### src/rtl/ddr_package.sv
// Shared DDR4 controller types: CAS direction, scheduler commands/states, default timing.
// Latency: n/a (types and constants only).
// Backpressure: n/a.
// Ports: none.
package ddr_package;

  // CAS direction encoding carried on the cas_rw request qualifier.
  typedef enum logic [1:0] {
    DDR_READ  = 2'b01,
    DDR_WRITE = 2'b10
  } ddr_rw_type;

  // Command placed on the DDR command bus by the scheduler.
  typedef enum logic [2:0] {
    CMD_NOP  = 3'd0,
    CMD_PRE  = 3'd1,
    CMD_PREA = 3'd2,
    CMD_ACT  = 3'd3,
    CMD_RD   = 3'd4,
    CMD_WR   = 3'd5,
    CMD_REF  = 3'd6
  } sched_cmd_type;

  typedef enum logic [1:0] {
    SCH_RUN,
    SCH_DRAIN,
    SCH_TRP,
    SCH_TRFC
  } sched_fsm_type;

  // Default DDR4 timing, in controller clocks.
  localparam int DEF_T_RRD        = 4;
  localparam int DEF_T_RP         = 11;
  localparam int DEF_T_RFC        = 208;
  localparam int DEF_T_REFI       = 6240;
  localparam int DEF_MAX_POSTPONE = 8;

  // Width of the owed-refresh count.
  localparam int REF_PEND_W = 4;

  // Any encoding other than WRITE is issued as a read.
  function automatic sched_cmd_type cas_cmd(input logic [1:0] rw);
    return (rw == DDR_WRITE) ? CMD_WR : CMD_RD;
  endfunction

endpackage

### src/rtl/sched_refresh_timer.sv
// Refresh interval counter and owed-refresh bookkeeping for the command scheduler.
// Latency: ref_pending updates the clock after an interval wrap or a REF issue.
// Backpressure: none; refreshes owed beyond MAX_POSTPONE are dropped (count saturates).
// Ports: clock_t/reset_n; ref_issue (REF being issued this cycle);
//        ref_pending (refreshes owed); ref_urgent (owed count at MAX_POSTPONE).
module sched_refresh_timer
  import ddr_package::*;
#(
  parameter int T_REFI       = DEF_T_REFI,
  parameter int MAX_POSTPONE = DEF_MAX_POSTPONE
) (
  input  logic                  clock_t,
  input  logic                  reset_n,
  input  logic                  ref_issue,
  output logic [REF_PEND_W-1:0] ref_pending,
  output logic                  ref_urgent
);

  localparam int                    CW       = (T_REFI > 1) ? $clog2(T_REFI) : 1;
  localparam logic [CW-1:0]         CNT_LAST = CW'(T_REFI - 1);
  localparam logic [REF_PEND_W-1:0] PEND_MAX = REF_PEND_W'(MAX_POSTPONE);

  logic [CW-1:0]         cnt_q, cnt_d;
  logic [REF_PEND_W-1:0] pend_q, pend_d;
  logic                  wrap;

  always_comb begin
    wrap   = (cnt_q == CNT_LAST);
    cnt_d  = wrap ? '0 : cnt_q + CW'(1);
    pend_d = pend_q;
    // A wrap and a REF in the same cycle cancel out.
    if (wrap && !ref_issue) begin
      if (pend_q != PEND_MAX) begin
        pend_d = pend_q + REF_PEND_W'(1);
      end
    end else if (!wrap && ref_issue) begin
      if (pend_q != '0) begin
        pend_d = pend_q - REF_PEND_W'(1);
      end
    end
  end

  always_ff @(posedge clock_t or negedge reset_n) begin
    if (!reset_n) begin
      cnt_q  <= '0;
      pend_q <= '0;
    end else begin
      cnt_q  <= cnt_d;
      pend_q <= pend_d;
    end
  end

  assign ref_pending = pend_q;
  assign ref_urgent  = (pend_q == PEND_MAX);

endmodule

### src/rtl/ddr_cmd_sched.sv
// DDR command-bus scheduler: one command per clock from CAS/PRE/ACT requesters plus refresh.
// Latency: grant, cmd_valid and cmd are registered one clock after a request is seen.
// Backpressure: ungranted requesters hold req; ACT waits on tRRD, all but CAS wait during refresh.
// Ports: clock_t/reset_n; pre_req/act_req/cas_req (+cas_rw) in; pre_gnt/act_gnt/cas_gnt pulses;
//        cmd_valid/cmd command bus; ref_busy (refresh sequence active); ref_pending (refreshes owed).
module ddr_cmd_sched
  import ddr_package::*;
#(
  parameter int T_RRD        = DEF_T_RRD,
  parameter int T_RP         = DEF_T_RP,
  parameter int T_RFC        = DEF_T_RFC,
  parameter int T_REFI       = DEF_T_REFI,
  parameter int MAX_POSTPONE = DEF_MAX_POSTPONE
) (
  input  logic                  clock_t,
  input  logic                  reset_n,
  input  logic                  pre_req,
  input  logic                  act_req,
  input  logic                  cas_req,
  input  logic [1:0]            cas_rw,
  output logic                  pre_gnt,
  output logic                  act_gnt,
  output logic                  cas_gnt,
  output logic                  cmd_valid,
  output logic [2:0]            cmd,
  output logic                  ref_busy,
  output logic [REF_PEND_W-1:0] ref_pending
);

  localparam int            TMAX      = (T_RFC > T_RP) ? T_RFC : T_RP;
  localparam int            TW        = $clog2(TMAX + 1);
  localparam int            RW        = $clog2(T_RRD + 1);
  localparam logic [TW-1:0] TRP_LAST  = TW'(T_RP - 1);
  localparam logic [TW-1:0] TRFC_LAST = TW'(T_RFC - 1);
  localparam logic [RW-1:0] RRD_LOAD  = RW'(T_RRD - 1);

  sched_fsm_type         state_q, state_d;
  logic [TW-1:0]         tmr_q, tmr_d;
  logic [RW-1:0]         rrd_q, rrd_d;
  logic                  cas_gnt_q, cas_gnt_d;
  logic                  pre_gnt_q, pre_gnt_d;
  logic                  act_gnt_q, act_gnt_d;
  logic                  cmd_valid_q, cmd_valid_d;
  sched_cmd_type         cmd_q, cmd_d;
  logic                  ref_busy_q, ref_busy_d;

  logic                  cas_eff, pre_eff, act_eff, any_req, arb_en;
  logic                  ref_issue, ref_urgent;
  logic [REF_PEND_W-1:0] ref_pend;

  sched_refresh_timer #(
    .T_REFI       (T_REFI),
    .MAX_POSTPONE (MAX_POSTPONE)
  ) u_ref_timer (
    .clock_t     (clock_t),
    .reset_n     (reset_n),
    .ref_issue   (ref_issue),
    .ref_pending (ref_pend),
    .ref_urgent  (ref_urgent)
  );

  always_comb begin
    // The requester still holds req during its grant cycle; ignore it there so one
    // request yields exactly one grant.
    cas_eff = cas_req && !cas_gnt_q;
    pre_eff = pre_req && !pre_gnt_q;
    act_eff = act_req && !act_gnt_q && (rrd_q == '0);
    any_req = cas_req || pre_req || act_req;

    state_d     = state_q;
    tmr_d       = tmr_q;
    rrd_d       = (rrd_q != '0) ? rrd_q - RW'(1) : rrd_q;
    cas_gnt_d   = 1'b0;
    pre_gnt_d   = 1'b0;
    act_gnt_d   = 1'b0;
    cmd_valid_d = 1'b0;
    cmd_d       = CMD_NOP;
    ref_issue   = 1'b0;
    arb_en      = 1'b0;

    unique case (state_q)
      SCH_RUN: begin
        if (ref_urgent || (ref_pend != '0 && !any_req)) begin
          state_d = SCH_DRAIN;
        end else begin
          arb_en = 1'b1;
        end
      end
      SCH_DRAIN: begin
        // Open bursts finish; the raw req keeps the bus here until CAS traffic stops.
        if (cas_eff) begin
          cas_gnt_d   = 1'b1;
          cmd_valid_d = 1'b1;
          cmd_d       = cas_cmd(cas_rw);
        end else if (!cas_req) begin
          cmd_valid_d = 1'b1;
          cmd_d       = CMD_PREA;
          tmr_d       = '0;
          state_d     = SCH_TRP;
        end
      end
      SCH_TRP: begin
        if (tmr_q == TRP_LAST) begin
          cmd_valid_d = 1'b1;
          cmd_d       = CMD_REF;
          ref_issue   = 1'b1;
          tmr_d       = '0;
          state_d     = SCH_TRFC;
        end else begin
          tmr_d = tmr_q + TW'(1);
        end
      end
      SCH_TRFC: begin
        // Arbitrate in the last tRFC clock so the first grant lands exactly tRFC after REF.
        if (tmr_q == TRFC_LAST) begin
          state_d = SCH_RUN;
          arb_en  = 1'b1;
        end else begin
          tmr_d = tmr_q + TW'(1);
        end
      end
      default: state_d = SCH_RUN;
    endcase

    if (arb_en) begin
      if (cas_eff) begin
        cas_gnt_d   = 1'b1;
        cmd_valid_d = 1'b1;
        cmd_d       = cas_cmd(cas_rw);
      end else if (pre_eff) begin
        pre_gnt_d   = 1'b1;
        cmd_valid_d = 1'b1;
        cmd_d       = CMD_PRE;
      end else if (act_eff) begin
        act_gnt_d   = 1'b1;
        cmd_valid_d = 1'b1;
        cmd_d       = CMD_ACT;
        rrd_d       = RRD_LOAD;
      end
    end

    ref_busy_d = (state_d != SCH_RUN);
  end

  always_ff @(posedge clock_t or negedge reset_n) begin
    if (!reset_n) begin
      state_q     <= SCH_RUN;
      tmr_q       <= '0;
      rrd_q       <= '0;
      cas_gnt_q   <= 1'b0;
      pre_gnt_q   <= 1'b0;
      act_gnt_q   <= 1'b0;
      cmd_valid_q <= 1'b0;
      cmd_q       <= CMD_NOP;
      ref_busy_q  <= 1'b0;
    end else begin
      state_q     <= state_d;
      tmr_q       <= tmr_d;
      rrd_q       <= rrd_d;
      cas_gnt_q   <= cas_gnt_d;
      pre_gnt_q   <= pre_gnt_d;
      act_gnt_q   <= act_gnt_d;
      cmd_valid_q <= cmd_valid_d;
      cmd_q       <= cmd_d;
      ref_busy_q  <= ref_busy_d;
    end
  end

  assign cas_gnt     = cas_gnt_q;
  assign pre_gnt     = pre_gnt_q;
  assign act_gnt     = act_gnt_q;
  assign cmd_valid   = cmd_valid_q;
  assign cmd         = cmd_q;
  assign ref_busy    = ref_busy_q;
  assign ref_pending = ref_pend;

endmodule

### config.mk
export PLATFORM = sky130hd
export DESIGN_NAME = ddr_cmd_sched
export DESIGN_NICKNAME = d
export VERILOG_FILES = /design/src/rtl/ddr_package.sv /design/src/rtl/sched_refresh_timer.sv /design/src/rtl/ddr_cmd_sched.sv
export SDC_FILE = /design/constraint.sdc
export NUM_CORES = 1
export LEC_CHECK = 0
export CAP_MARGIN = 10
export CORE_UTILIZATION = 25
export CTS_CLUSTER_DIAMETER = 200
export DETAILED_ROUTE_END_ITERATION = 8
export PLACE_DENSITY = 0.38
export SYNTH_ARGS = -nofsm -noshare
export SYNTH_HDL_FRONTEND = slang
export SYNTH_SLANG_ARGS = --single-unit
### constraint.sdc
create_clock -name clock_t -period 2.6 [get_ports clock_t]
set_input_delay 0.52 -clock clock_t [delete_from_list [all_inputs] [get_ports clock_t]]
set_output_delay 0.52 -clock clock_t [all_outputs]
set_load 0.005 [all_outputs]
==> out/metrics.cfg <==
[run_status]
status = complete, no violations

[floorplan]
initial_core_util_pct = 26.3
coreArea_sq_um = 7850
dieArea_sq_um = 8630
rows = 32
ioPinCount = 19
die_h_um = 92.9
die_x_um = 92.9

[synth]
synth_edf_count = 0
ys_warn_count = 0
ys_ff_latch = 38
seq_area_frac_synth_pct = 46.0
syn_area_per_cell_sq_um = 10.1
synth_ff_type = dfrtp_1
syn_inst = 204
syn_nets = 223
async_flop_share_pct = 100
synth_cell_types = 44
synth_area_sq_um = 2070

[sta]
worst_pin_slew_ps = 902
tns_ps = 0
slew_viol_final = 0
min_period_over_period_pct = 91.0
relSlewSlack_pct = 39.8
post-route-min-period_ps = 2370
hold_viol_final = 0
fmax_ghz = 0.423
grt_setup_unrepaired = no
setup_viol_count_final = 0
finClkSkew_ps = 6.44

[clock_tree]
cts_setup_buffers = 0
cts_max_level = 2
cts.clk_slew.worst_paths_ps = 90
root_buffer = clkbuf_8
cts_buffer_depth = 2
cts_sinks = 38
insertion_delay_ps = 290
tritoncts = done
cts_made_buffers = 5

[min_path]
hold_class = input port to async pin

[final_layout]
fin_util_pct = 32.3
n_antenna_cell = 0
syn2layout_area_growth_pct = 22.6
fillCellCount = 818
final_cells = 339
fin_nets = 255
layout-drive-gt1-share_pct = 13.9

[drt]
wl_per_cell_um = 12.9
drc = 0
ant_nets = 0
drtIter0Drc = 59
via_per_inst = 4.45
vias = 1507
first_pass_iters = 4
wl_um = 4370

[placed_design]
gp_congestion = 0.726
dp_cells = 331
post-dp-hpwl_um = 3160
numPortBuffers = 18

[worst_setup_path]
crit_fanout = 5
cp_num_cells = 8
crit_chain = or4bb_4, nor3_2, nand2_1, ha_1, o21ai_0, a31oi_1, a211oi_1, mux2_4
cp.arrival_ps = 2550
critPathBufInv = 0
rr_worst_depth = 8
critPathLaunchType = flip-flop
crit_family = simple AND/OR/NAND/NOR gates
end_kind = flip-flop
timing_worst_setup_path_type = flip-flop to flip-flop
max_stage_delay_ps = 590
cp.required_ps = 2780
crit_slowest_cell = or4bb_4

[global_route]
grt_pass1_vias = 1473
track_usage_pct = 11.1
grt_antenna_before_repair = 0
grt_max_degree = 39
grt_pass1_wl_um = 7310
overflow = 0

[power_and_ir_drop]
leakagePower_nw = 1.11
ir_drop_mv = 0.168
p_total_mw = 1.14
p_per_area_nw_per_um2 = 450

[flow_run]
maxCapViolCount = 0

-- worst paths after layout --
check                                            from                          to  slack (ps)
max in group asynchronous                     reset_n        u_ref_timer.cnt_q[5]        1690
worst max register to register   u_ref_timer.cnt_q[9]  u_ref_timer.ref_pending[2]         230
worst min register to register  u_ref_timer.cnt_q[12]       u_ref_timer.cnt_q[12]         490
min in group clock_t            u_ref_timer.cnt_q[12]       u_ref_timer.cnt_q[12]         490
worst max-delay path             u_ref_timer.cnt_q[9]  u_ref_timer.ref_pending[2]         230
worst min-delay path                          reset_n                    ref_busy         350
-- what timing repair did --
action                     CTS  global route
resized for setup            0             1
hold buffers                 0             0
setup endpoints to repair    0             2
-- synthesized netlist by cell type, drive strengths merged (3+ instances only) --
cell / instances / share of area (%)
inv: 10 / 1.8
nand4: 6 / 2.1
nor2: 21 / 4.2
a21oi: 3 / 0.73
xnor2: 9 / 3.8
a31oi: 3 / 0.91
o21ai: 11 / 2.7
o211ai: 3 / 1.1
dfrtp: 38 / 46
nand3: 10 / 2.4
nand2: 21 / 3.8
xor2: 10 / 4.2
nor3: 8 / 2.7
nand2b: 3 / 0.91
a21o: 3 / 1.1
and3: 3 / 1.0
ha: 12 / 7.3
-- per-layer routing --
layer / vias to the layer above / global-route usage [%] / wire length [um]
met5: - / 0 / 0
met4: 0 / 3.85 / 62
met3: 5 / 2.79 / 176
met2: 27 / 16.4 / 1890
met1: 693 / 15.5 / 2240
li1: 782 / - / -
-- where the power goes --
| group | internal (mW) | leakage, nW | switching, mW |
|---|---|---|---|
| combinational | 0.0101 | 0.576 | 0.0188 |
| clock | 0.286 | 0.0504 | 0.236 |
| sequential | 0.590 | 0.486 | 0 |
| total | 0.886 | 1.11 | 0.254 |
-- cell families (layout without fill, tap and decap cells) --
| logic type | count (synthesis) | after routing | share of synthesized area [%] |
|---|---|---|---|
| compound gates | 32 | 32 | 9.81 |
| xor+xnor | 19 | 19 | 8.06 |
| fa+ha+maj | 12 | 12 | 7.27 |
| buf+inv | 12 | 45 | 2.91 |
| flops | 38 | 38 | 46.0 |
| mux | 2 | 2 | 1.45 |
| simple gates | 89 | 89 | 24.5 |
-- cells in the final DEF, fill, tap and decap left out, types with 2 or more instances in the layout --
cell             count
a21o_1               3
and4_1               2
xor2_1              10
o211ai_1             3
nor2b_1              2
or3_1                2
and3_2               2
nand3_1             10
nor3_1               5
nor3_2               2
buf_4                9
clkbuf_8             5
xnor2_1              9
a21boi_0             2
clkdlybuf4s50_1     17
nand4_1              5
nor4_1               2
nand2_1             21
o21ai_0             11
inv_1               10
nor2_1              20
a31oi_1              3
a211oi_1             2
clkinvlp_4           2
ha_1                12
dfrtp_1             38
mux2_4               2
a21oi_1              3
nand2b_1             3
-- per-stage QoR --
| stage | worst slack (ps) | hold WS (ps) | instance area (sq um) |
|---|---|---|---|
| global route | 70.2 | 431 | 2530 |
| detailed placement | 164 | 491 | 2410 |
| CTS | 136 | 389 | 2530 |
| floorplan | 271 | 224 | 2070 |
| global placement | 196 | 488 | 2410 |
| finish | 235 | 349 | 2530 |
-- cell type report --
type | count | area (sq um) | area share, %
repair buffers | 27 | 243 | 9.58
flip-flops and latches | 38 | 951 | 37.5
clock buffers | 5 | 68.8 | 2.72
clock inverters | 3 | 45.0 | 1.78
multi-input cells | 154 | 1060 | 41.8
inverters | 10 | 37.5 | 1.48
well taps | 102 | 128 | 5.04
-- flip-flops by register name, summed over array words and instances, names as in the netlist --
name,flops
act_gnt,1
rrd_q,3
ref_busy,1
cmd_valid,1
cmd,3
u_ref_timer.cnt_q,13
u_ref_timer.ref_pending,4
state_q,2
pre_gnt,1
cas_gnt,1
tmr_q,8
Note: power is estimated with default switching activity, not from simulation.
